File: src/rtl/program_loader.sv
// Boot loader for the LC2K CPU: takes a length-prefixed, checksummed byte stream,
// writes its 32-bit words into instruction memory and releases the PC reset once the checksum matches.
module program_loader #(
  parameter int DEPTH      = 65536,
  parameter int ADDR_W     = 16,
  parameter int RESET_HOLD = 4
) (
  input  logic              i_clk,
  input  logic              i_reset,
  input  logic              i_in_valid,
  input  logic [7:0]        i_in_data,
  output logic              o_in_ready,
  input  logic              i_halt,
  output logic              o_imem_we,
  output logic [ADDR_W-1:0] o_imem_addr,
  output logic [31:0]       o_imem_wdata,
  output logic              o_cpu_reset,
  output logic              o_loaded,
  output logic              o_error
);

  typedef enum logic [2:0] {
    S_LEN_HI,
    S_LEN_LO,
    S_WORD,
    S_CHECK,
    S_HOLD,
    S_RUN,
    S_ERROR
  } state_t;

  // A hold of zero cycles would let cpu_reset fall before the last imem write lands.
  localparam int HOLD_CYC = (RESET_HOLD < 1) ? 1 : RESET_HOLD;
  localparam int HOLD_W   = $clog2(HOLD_CYC + 1);

  state_t            r_state;
  logic              r_in_ready;
  logic              r_imem_we;
  logic [ADDR_W-1:0] r_imem_addr;
  logic [31:0]       r_imem_wdata;
  logic              r_cpu_reset;
  logic              r_loaded;
  logic              r_error;
  logic [7:0]        r_len_hi;
  logic [15:0]       r_len;
  logic [15:0]       r_word_cnt;
  logic [1:0]        r_byte_idx;
  logic [23:0]       r_word;
  logic [7:0]        r_csum;
  logic [HOLD_W-1:0] r_hold_cnt;

  logic        w_xfer;
  logic [31:0] w_word_next;
  logic [31:0] w_len_next;
  logic        w_last_word;

  assign w_xfer      = i_in_valid & r_in_ready;
  assign w_word_next = {r_word, i_in_data};
  assign w_len_next  = {16'd0, r_len_hi, i_in_data};
  assign w_last_word = (r_word_cnt == (r_len - 16'd1));

  always_ff @(posedge i_clk) begin
    if (!i_reset) begin
      r_state      <= S_LEN_HI;
      r_in_ready   <= 1'b1;
      r_imem_we    <= 1'b0;
      r_imem_addr  <= '0;
      r_imem_wdata <= '0;
      r_cpu_reset  <= 1'b1;
      r_loaded     <= 1'b0;
      r_error      <= 1'b0;
      r_len_hi     <= '0;
      r_len        <= '0;
      r_word_cnt   <= '0;
      r_byte_idx   <= '0;
      r_word       <= '0;
      r_csum       <= '0;
      r_hold_cnt   <= '0;
    end else begin
      r_imem_we <= 1'b0;
      case (r_state)
        S_LEN_HI: begin
          if (w_xfer) begin
            r_len_hi <= i_in_data;
            r_state  <= S_LEN_LO;
          end
        end
        S_LEN_LO: begin
          if (w_xfer) begin
            r_len <= w_len_next[15:0];
            if (w_len_next > 32'(DEPTH)) begin
              r_state    <= S_ERROR;
              r_error    <= 1'b1;
              r_in_ready <= 1'b0;
            end else if (w_len_next[15:0] == 16'd0) begin
              r_state <= S_CHECK;
            end else begin
              r_state <= S_WORD;
            end
          end
        end
        S_WORD: begin
          if (w_xfer) begin
            r_word     <= w_word_next[23:0];
            r_csum     <= r_csum ^ i_in_data;
            r_byte_idx <= r_byte_idx + 2'd1;
            // Ready stays high through the write cycle so the next word streams without a bubble.
            if (r_byte_idx == 2'd3) begin
              r_imem_we    <= 1'b1;
              r_imem_addr  <= ADDR_W'(r_word_cnt);
              r_imem_wdata <= w_word_next;
              r_word_cnt   <= r_word_cnt + 16'd1;
              if (w_last_word) begin
                r_state <= S_CHECK;
              end
            end
          end
        end
        S_CHECK: begin
          if (w_xfer) begin
            r_in_ready <= 1'b0;
            if (i_in_data == r_csum) begin
              r_state    <= S_HOLD;
              r_hold_cnt <= '0;
            end else begin
              r_state <= S_ERROR;
              r_error <= 1'b1;
            end
          end
        end
        S_HOLD: begin
          if (r_hold_cnt == HOLD_W'(HOLD_CYC - 1)) begin
            r_state     <= S_RUN;
            r_cpu_reset <= 1'b0;
            r_loaded    <= 1'b1;
          end else begin
            r_hold_cnt <= r_hold_cnt + HOLD_W'(1);
          end
        end
        S_RUN: begin
          // Re-arm for the next image; instruction memory is left as is.
          if (i_halt) begin
            r_state     <= S_LEN_HI;
            r_cpu_reset <= 1'b1;
            r_loaded    <= 1'b0;
            r_in_ready  <= 1'b1;
            r_len_hi    <= '0;
            r_len       <= '0;
            r_word_cnt  <= '0;
            r_byte_idx  <= '0;
            r_word      <= '0;
            r_csum      <= '0;
            r_hold_cnt  <= '0;
          end
        end
        S_ERROR: begin
          r_error     <= 1'b1;
          r_in_ready  <= 1'b0;
          r_cpu_reset <= 1'b1;
          r_loaded    <= 1'b0;
        end
        default: begin
          r_state     <= S_ERROR;
          r_error     <= 1'b1;
          r_in_ready  <= 1'b0;
          r_cpu_reset <= 1'b1;
          r_loaded    <= 1'b0;
        end
      endcase
    end
  end

  assign o_in_ready   = r_in_ready;
  assign o_imem_we    = r_imem_we;
  assign o_imem_addr  = r_imem_addr;
  assign o_imem_wdata = r_imem_wdata;
  assign o_cpu_reset  = r_cpu_reset;
  assign o_loaded     = r_loaded;
  assign o_error      = r_error;

endmodule

File: config.mk
export PLATFORM = sky130hd
export DESIGN_NAME = program_loader
export DESIGN_NICKNAME = d
export VERILOG_FILES = /design/src/rtl/program_loader.sv
export SDC_FILE = /design/constraint.sdc
export NUM_CORES = 1
export LEC_CHECK = 0
export CAP_MARGIN = 30
export CELL_PAD_IN_SITES_DETAIL_PLACEMENT = 1
export CELL_PAD_IN_SITES_GLOBAL_PLACEMENT = 2
export CORE_MARGIN = 3
export CORE_UTILIZATION = 36
export CTS_CLUSTER_DIAMETER = 200
export DETAILED_ROUTE_END_ITERATION = 10
export PLACE_DENSITY_LB_ADDON = 0.1
export SYNTH_ARGS = -nofsm -noshare
export SYNTH_HDL_FRONTEND = slang
export SYNTH_SLANG_ARGS = --single-unit
File: constraint.sdc
create_clock -name i_clk -period 6.25 [get_ports i_clk]
set_clock_uncertainty 0.1 [all_clocks]
set_input_delay 1.5625 -clock i_clk [delete_from_list [all_inputs] [get_ports i_clk]]
set_output_delay 1.5625 -clock i_clk [all_outputs]
set_load 0.05 [all_outputs]
# Word level (Yosys, flattened, before mapping)

Cells that the tools add are included.

Register bits: 133

$add $sub $neg: 4
Order comparisons: 1
Equality and inequality tests: 22
Muxes and demuxes: 49
Bitwise gates (word level): 6
Reductions and logical operators: 20

Operator list:

| operator              | number |
|---|---|
| $mux 16               | 4 |
| $pmux 16 s2           | 2 |
| $mux 24               | 2 |
| $pmux 24 s2           | 1 |
| $mux 3                | 12 |
| $pmux 8 s2            | 2 |
| $mux 8                | 3 |
| $ne 2x2->1 const B    | 12 |
| $pmux 3 s7            | 1 |
| $reduce_and 3->1      | 6 |
| $gt 16x17->1 const B  | 1 |
| $add 16x1->16 const B | 1 |
| $eq 16x16->1          | 1 |
| $logic_not 16->1      | 1 |
| $sub 16x1->16 const B | 1 |
| $reduce_and 5->1      | 3 |
| $mux 1                | 13 |
| $eq 3x2->1 const B    | 3 |
| $eq 3x3->1 const B    | 3 |
| $pmux 1 s3            | 3 |
| $pmux 3 s3            | 1 |
| $reduce_and 9->1      | 1 |
| $eq 8x8->1            | 1 |
| $reduce_or 4->1       | 2 |
| 15 further kinds      | 22 |

# Logic depth before layout (Yosys ltp)

Gate-level depths: netlist (run 1).

Depth after elaboration: 6
Depth in mapped cells: 8

# Worst setup path after synthesis (run 1)

No wires, ideal clock.

Kind: input port to flip-flop
Start: input i_in_data[7]
End: register r_state[0]
Data arrival time: 3139 ps
Data required time: 6066 ps
Setup slack: 2927 ps
Stages on the path: 5
Path buffers: 0
Cell sequence: or4_1 -> nor4_1 -> o22ai_1 -> or4_1 -> o31ai_2

Longest elaborated chain between the ends: 5
Elaborated cells on any way between the ends: 6
Classes of those cells: 1 x order compare; 4 x mux; 1 x reduce/logical

Ends and longest elaborated chain:

| item                                                                 | line | source |
|---|---|---|
| from (decl)                                                          | 11   | `input logic [7:0] i_in_data,` |
| parallel branches: the longest is 2 deep, another holds $gt 16x17->1 | --   |  |
| $mux 3 (*)                                                           | 91   | `if (w_len_next > 32'(DEPTH)) begin` |
| $mux 3 (*)                                                           | 89   | `if (w_xfer) begin` |
| $pmux 3 s7 (*)                                                       | 81   | `case (r_state)` |
| to (signal assigned)                                                 | 92   | `r_state <= S_ERROR;` |
| to (signal assigned)                                                 | 96   | `r_state <= S_CHECK;` |
| to (signal assigned)                                                 | 98   | `r_state <= S_WORD;` |
| to (decl)                                                            | 36   | `state_t r_state;` |

Mark *: on every way between the ends. The select of a mux whose other input is x is not followed.
A chain may end at the register's enable or synchronous reset.

# Worst setup path after layout (run 1)

Same ends and word-level chain as after synthesis.

==> reports/qor.yml, run 1 <==
outcome: "finished, final reports clean"
dieHeight_um: 133
start_util_pct: 37.3
io_pins: 65
reg2reg_depth: 5
place_area_sq_um: 6530
fin_cells: 987
ys_ff_latch: 133
fin_ws_ns: 2.53
timing.critical_path.mode_cell: "or4_1"
insertion_delay_ns: 0.41
cts_buffers: 17
slew_violations: 0
p_leak_uw: 0.00245
grt_pass1_wl_um: 26900
hold_viol_final: 0
cp.depth: 6
crit_fanout: 7
wl_per_cell_um: 16.7
crit_path_cell_trace: "clkdlybuf4s50_1 -> or4_1 -> nor4_1 -> o22ai_1 -> or4_1 -> o31ai_2"
syn_nets: 745
via_per_inst: 5.21
syn_inst: 728
crit_arrival_ns: 3.94
layout.nets: 780
synth-edff-count: 0
final_common_cell: "nand2_1"
clkTransAtPathRegs_ns: 0.06
highest_layer: "met4"
finalInstanceArea_sq_um: 7180
die_area_sq_um: 17600
post-place-ws_ns: 2.09
cp_slowest_cell: "or4_1"
ctsHoldBuffers: 0
cp_data_required_time_ns: 6.48
path_buf_inv: 1
maxCapViolCount: 0
hold_start: "o_loaded"
setup.worst_path.start: "i_in_data[7]"
dp_cells: 954
root_buffer: "clkbuf_16"
drc_errors: 0
end_kind: "register"
cts_sinks: 133
setup_tns_ns: 0
routed_wl_um: 16400
post_cts_buffers: 0
syn_avg_cell_area_sq_um: 7.94
fin_crit_sh_pct: 59.5
critPathMaxStageDelay_ns: 0.58
wl_met1_um: 8210
diodes: 0
slew_headroom_pct: 38.3
cp_top_family: "simple AND/OR/NAND/NOR gates"
core_area_sq_um: 15500
rsz0062_at_grt: "no"
clk_path_buf_depth: 2
holdPathStages: 2
antenna_found_initial: 0
met3WireLength_um: 648
grtUsageTotal_pct: 18.7
syn-cell-area_sq_um: 5780
cts_tree: "done"
htreeDepth: 4
final_cell_mix: "136 x nand2_1, 133 x dfxtp_1, 121 x a21oi_1"
ir_worst_vdd_uv: 189
yosys_warnings: 0
power_density_nw_per_um2: 292
place.gp.congestion: 0.827
final_core_util_pct: 46.4
ys_seq_area_share_pct: 46.1
area_growth_pct: 24.2
async_flop_share_pct: 0
crit-reg2reg-launch: "r_state[1]"
synth_top_flop_cell: "dfxtp_1"
cts_resized: 0
route.vias.total: 5140
worstSetupStartpointType: "primary input"
drt_iter0_drc: 281
min_path_type: "register to register"
grt_max_degree: 62
grt_pass1_vias: 5214
drt-pass1-iter-count: 4
max_freq_ghz: 0.269
worst_pin_slew_ns: 0.923
setup_viol: 0
die_x_um: 133
criticalPathCategory: "primary input to register"
numPortBuffers: 64
dpl.hpwl_um: 11500
synth_cell_types: 52
period_minus_slack_ns: 3.72
ant_nets: 0
wl_met2_um: 7400
rows: 45
grt_overflow_total: 0
drive_above_1_share_pct: 6.83
==> tightest hold or removal path: stages (launching register included) <==
cell and delay (ns):
dfxtp_1 0.31, inv_1 0.05, a21oi_1 0.05
==> through the flow <==
stage          power, uW  hold slack [ns]
6_report            2100            0.350
2_1_floorplan       1000            0.332
5_1_grt             2180            0.374
3_5_place_dp        1040            0.343
3_3_place_gp        1040            0.333
4_1_cts             2120            0.357
==> cells by family (layout without fill, tap and decap cells) <==
kind of cell / Yosys count / in the layout / synth area share, %
compound gates: 162 / 162 / 15.8
xor+xnor: 34 / 34 / 5.15
fa+ha+maj: 5 / 5 / 1.08
buf+inv: 68 / 116 / 4.54
flops: 133 / 133 / 46.1
mux: 6 / 6 / 1.06
simple gates: 320 / 320 / 26.3
==> worst paths after layout <==
| kind | endpoint | slack [ns] |
|---|---|---|
| setup reg to reg | r_word_cnt[13] | 3.52 |
| hold / removal | o_loaded | 0.35 |
| hold reg to reg | o_loaded | 0.35 |
| setup / recovery | r_state[0] | 2.53 |
==> power by group <==
part	internal [uW]	switching, uW	total, uW	leakage [uW]
registers	860	19.1	880	0.00107
logic	56.9	86.5	143	0.00107
clock network	684	392	1080	0.000308
total	1600	498	2100	0.00245
==> metal layers <==
metal | vias up | track usage (%)
met5 | - | 0
met4 | 0 | 5.25
met3 | 14 | 3.88
met2 | 92 | 29.6
met1 | 2469 | 26.1
li1 | 2565 | -
==> state kept, by name, summed over array words and instances (netlist names), named ones only <==
name and cells:
o_cpu_reset 1, o_in_ready 1, o_imem_we 1, o_error 1
r_byte_idx 2, r_csum 8, r_word_cnt 16, r_hold_cnt 3
r_word 24, r_state 2, o_imem_wdata 32, r_len 16
o_loaded 1, o_imem_addr 16, r_len_hi 8
==> Yosys cell counts (8+ instances only) <==
| cell | instances | share of area (%) |
|---|---|---|
| a21oi_1 | 121 | 10 |
| and3_1 | 11 | 1.2 |
| clkbuf_1 | 51 | 3.3 |
| dfxtp_1 | 133 | 46 |
| inv_1 | 13 | 0.84 |
| nand2_1 | 136 | 8.8 |
| nand2b_1 | 13 | 1.4 |
| nand3_1 | 50 | 4.3 |
| nand4_1 | 10 | 1.1 |
| nor2_1 | 44 | 2.9 |
| nor3_1 | 14 | 1.2 |
| o21ai_0 | 15 | 1.3 |
| or3_1 | 8 | 0.87 |
| xnor2_1 | 24 | 3.6 |
| xor2_1 | 10 | 1.5 |
==> cell type report <==
type / count / area, sq um
fill: 1830 / 8300
multi-input combinational: 527 / 2870
sequential: 133 / 2660
timing repair buffer: 70 / 698
clock buffer: 18 / 439
tap: 211 / 264
clock inverter: 14 / 198
inverter: 14 / 53.8
No activity file was read; power rests on OpenSTA's default activity.
==> run 2: changes to the inputs <==
- CORE_UTILIZATION: 36 -> 30
- clock period: 6.25 -> 3.1 ns (I/O delays scaled with it)
==> reports/qor.yml, run 2 (synthesized netlist as in run 1, its figures left out) <==
crit_arrival_ns: 2.95  # -0.99 ns
fillers: 2233  # +22%
outcome: "finished, final reports clean"
grt_overflow_total: 0  # unchanged
slew_violations: 0  # unchanged
core_area_sq_um: 18800  # +22%
area_growth_pct: 27.6
layout.nets: 799  # +2.4%
hold_viol_final: 0  # unchanged
routed_wl_um: 18100  # +10%
max_freq_ghz: 0.367
drt_iter0_drc: 186  # -34%
path_buf_inv: 1  # unchanged
total_power_uw: 4230  # +100%
via_per_inst: 4.93  # -5.3%
crit-reg2reg-launch: "r_len[0]"
grt_max_degree: 116  # +87%
cp_top_family: "simple AND/OR/NAND/NOR gates"
cp_slowest_cell: "or4_1"
r2r-end: "r_state[0]"
period_minus_slack_ns: 2.72
ant_nets: 0  # unchanged
drt-pass1-iter-count: 4  # unchanged
timing.critical_path.mode_cell: "or4_1"
maxCapViolCount: 0  # unchanged
drc_errors: 0  # unchanged
power_density_nw_per_um2: 573  # +96%
clkTransAtPathRegs_ns: 0.06  # about the same
crit_path_cell_trace: "clkdlybuf4s50_1 -> or4_1 -> nor4_1 -> o22ai_1 -> or4_1 -> o31ai_2"
rows: 50  # +11%
setup_viol: 0  # unchanged
slew_headroom_pct: 58.7  # +20 points
wl_per_cell_um: 17.2  # +3.0%
grt_pass1_vias: 5244  # +0.58%
reg2reg_depth: 8  # +3
reg2reg_setup_slack_ns: 0.51  # -3.01 ns
hold_start: "o_error"
fin_cells: 1055  # +6.9%
cts_sinks: 133  # unchanged
dp_cells: 1023  # +7.2%
root_buffer: "clkbuf_16"
critPathMaxStageDelay_ns: 0.56  # -0.02 ns
die_area_sq_um: 21000  # +19%
criticalPathCategory: "primary input to register"
final_core_util_pct: 39.2  # -7.2 points
drive_above_1_share_pct: 8.68  # +1.8 points
antenna_found_initial: 0  # unchanged
worst_pin_slew_ns: 0.620  # -0.303 ns
die_x_um: 145  # +9.1%
worstSetupStartpointType: "primary input"
dpl.hpwl_um: 12700  # +11%
cts_buffers: 17  # unchanged
numPortBuffers: 64  # unchanged
hold_end: "o_error"
rsz0062_at_grt: "no"
final_cell_mix: "136 x nand2_1, 133 x dfxtp_1, 121 x a21oi_1"
largest_register_ffs: 32  # unchanged
fin_crit_sh_pct: 87.9
crit_fanout: 2  # -5
grt_pass1_wl_um: 28600  # +6.3%
io_pins: 65  # unchanged
end_kind: "register"
ctsHoldBuffers: 0  # unchanged
post_cts_buffers: 0  # unchanged
cts_tree: "done"
cp_data_required_time_ns: 3.32  # -3.16 ns
holdPathStages: 2  # unchanged
diodes: 0  # unchanged
clk_path_buf_depth: 2  # unchanged
min_path_type: "register to register"
ir_worst_vdd_uv: 389  # +110%
dieHeight_um: 145  # +9.1%
start_util_pct: 30.7  # -6.6 points
p_leak_uw: 0.00252  # +2.8%
insertion_delay_ns: 0.42  # about the same
place.gp.congestion: 0.777  # -6.1%
cts_resized: 0  # unchanged
route.vias.total: 5204  # +1.2%
final_common_cell: "nand2_1"
grtUsageTotal_pct: 17.6  # -1.2 points
htreeDepth: 4  # unchanged
run 2: final cells by class:
cell class | instances | area [sq um] | area share [%]
clock inverters | 12 | 178 | 2.41
well taps | 260 | 325 | 4.41
inverters | 14 | 53.8 | 0.729
repair buffers | 89 | 853 | 11.6
multi-input cells | 527 | 2870 | 38.9
clock buffers | 20 | 437 | 5.92
flip-flops and latches | 133 | 2660 | 36.1
run 2: how the worst max path moves through the flow:
stage	from	slack (ns)	end	cells past startpoint
after floorplan	i_in_data[7]	0.56	r_state[0]	5
after detailed placement	i_in_data[7]	-0.01	r_state[0]	6
after CTS	i_in_data[7]	0.40	r_state[0]	6
after global routing	i_in_data[0]	0.28	r_state[0]	7
final	i_in_data[7]	0.38	r_state[0]	6
after global placement	i_in_data[7]	0.06	r_state[0]	6
run 2: worst min-delay path, cell delays in order (launching register included):
cell	delay, ns
dfxtp_1	0.31
inv_1	0.05
a21oi_1	0.05
run 2: through the flow:
stage | hold slack [ns] | setup TNS, ns | setup slack (ns) | instance area [sq um]
finish | 0.350 | 0 | 0.375 | 7380
global route | 0.373 | 0 | 0.283 | 7380
CTS | 0.357 | 0 | 0.404 | 7380
detailed placement | 0.344 | -0.00969 | -0.00969 | 6760
global placement | 0.337 | 0 | 0.0626 | 6760
floorplan | 0.332 | 0 | 0.564 | 5780
run 2: where the power goes:
part	internal (uW)	leakage, uW	switching [uW]
registers	1730	0.00107	36.5
clock network	1350	0.000287	780
logic	134	0.00116	191
total	3220	0.00252	1010
run 2: metal layers:
layer / vias up / GRT usage, % / share of wire (%) / routed length [um]
li1: 2600 / - / - / -
met1: 2530 / 22.0 / 46 / 8240
met2: 61 / 30.4 / 51 / 9230
met3: 13 / 3.94 / 2.2 / 402
met4: 0 / 4.76 / 1.3 / 235
met5: - / 0 / 0 / 0
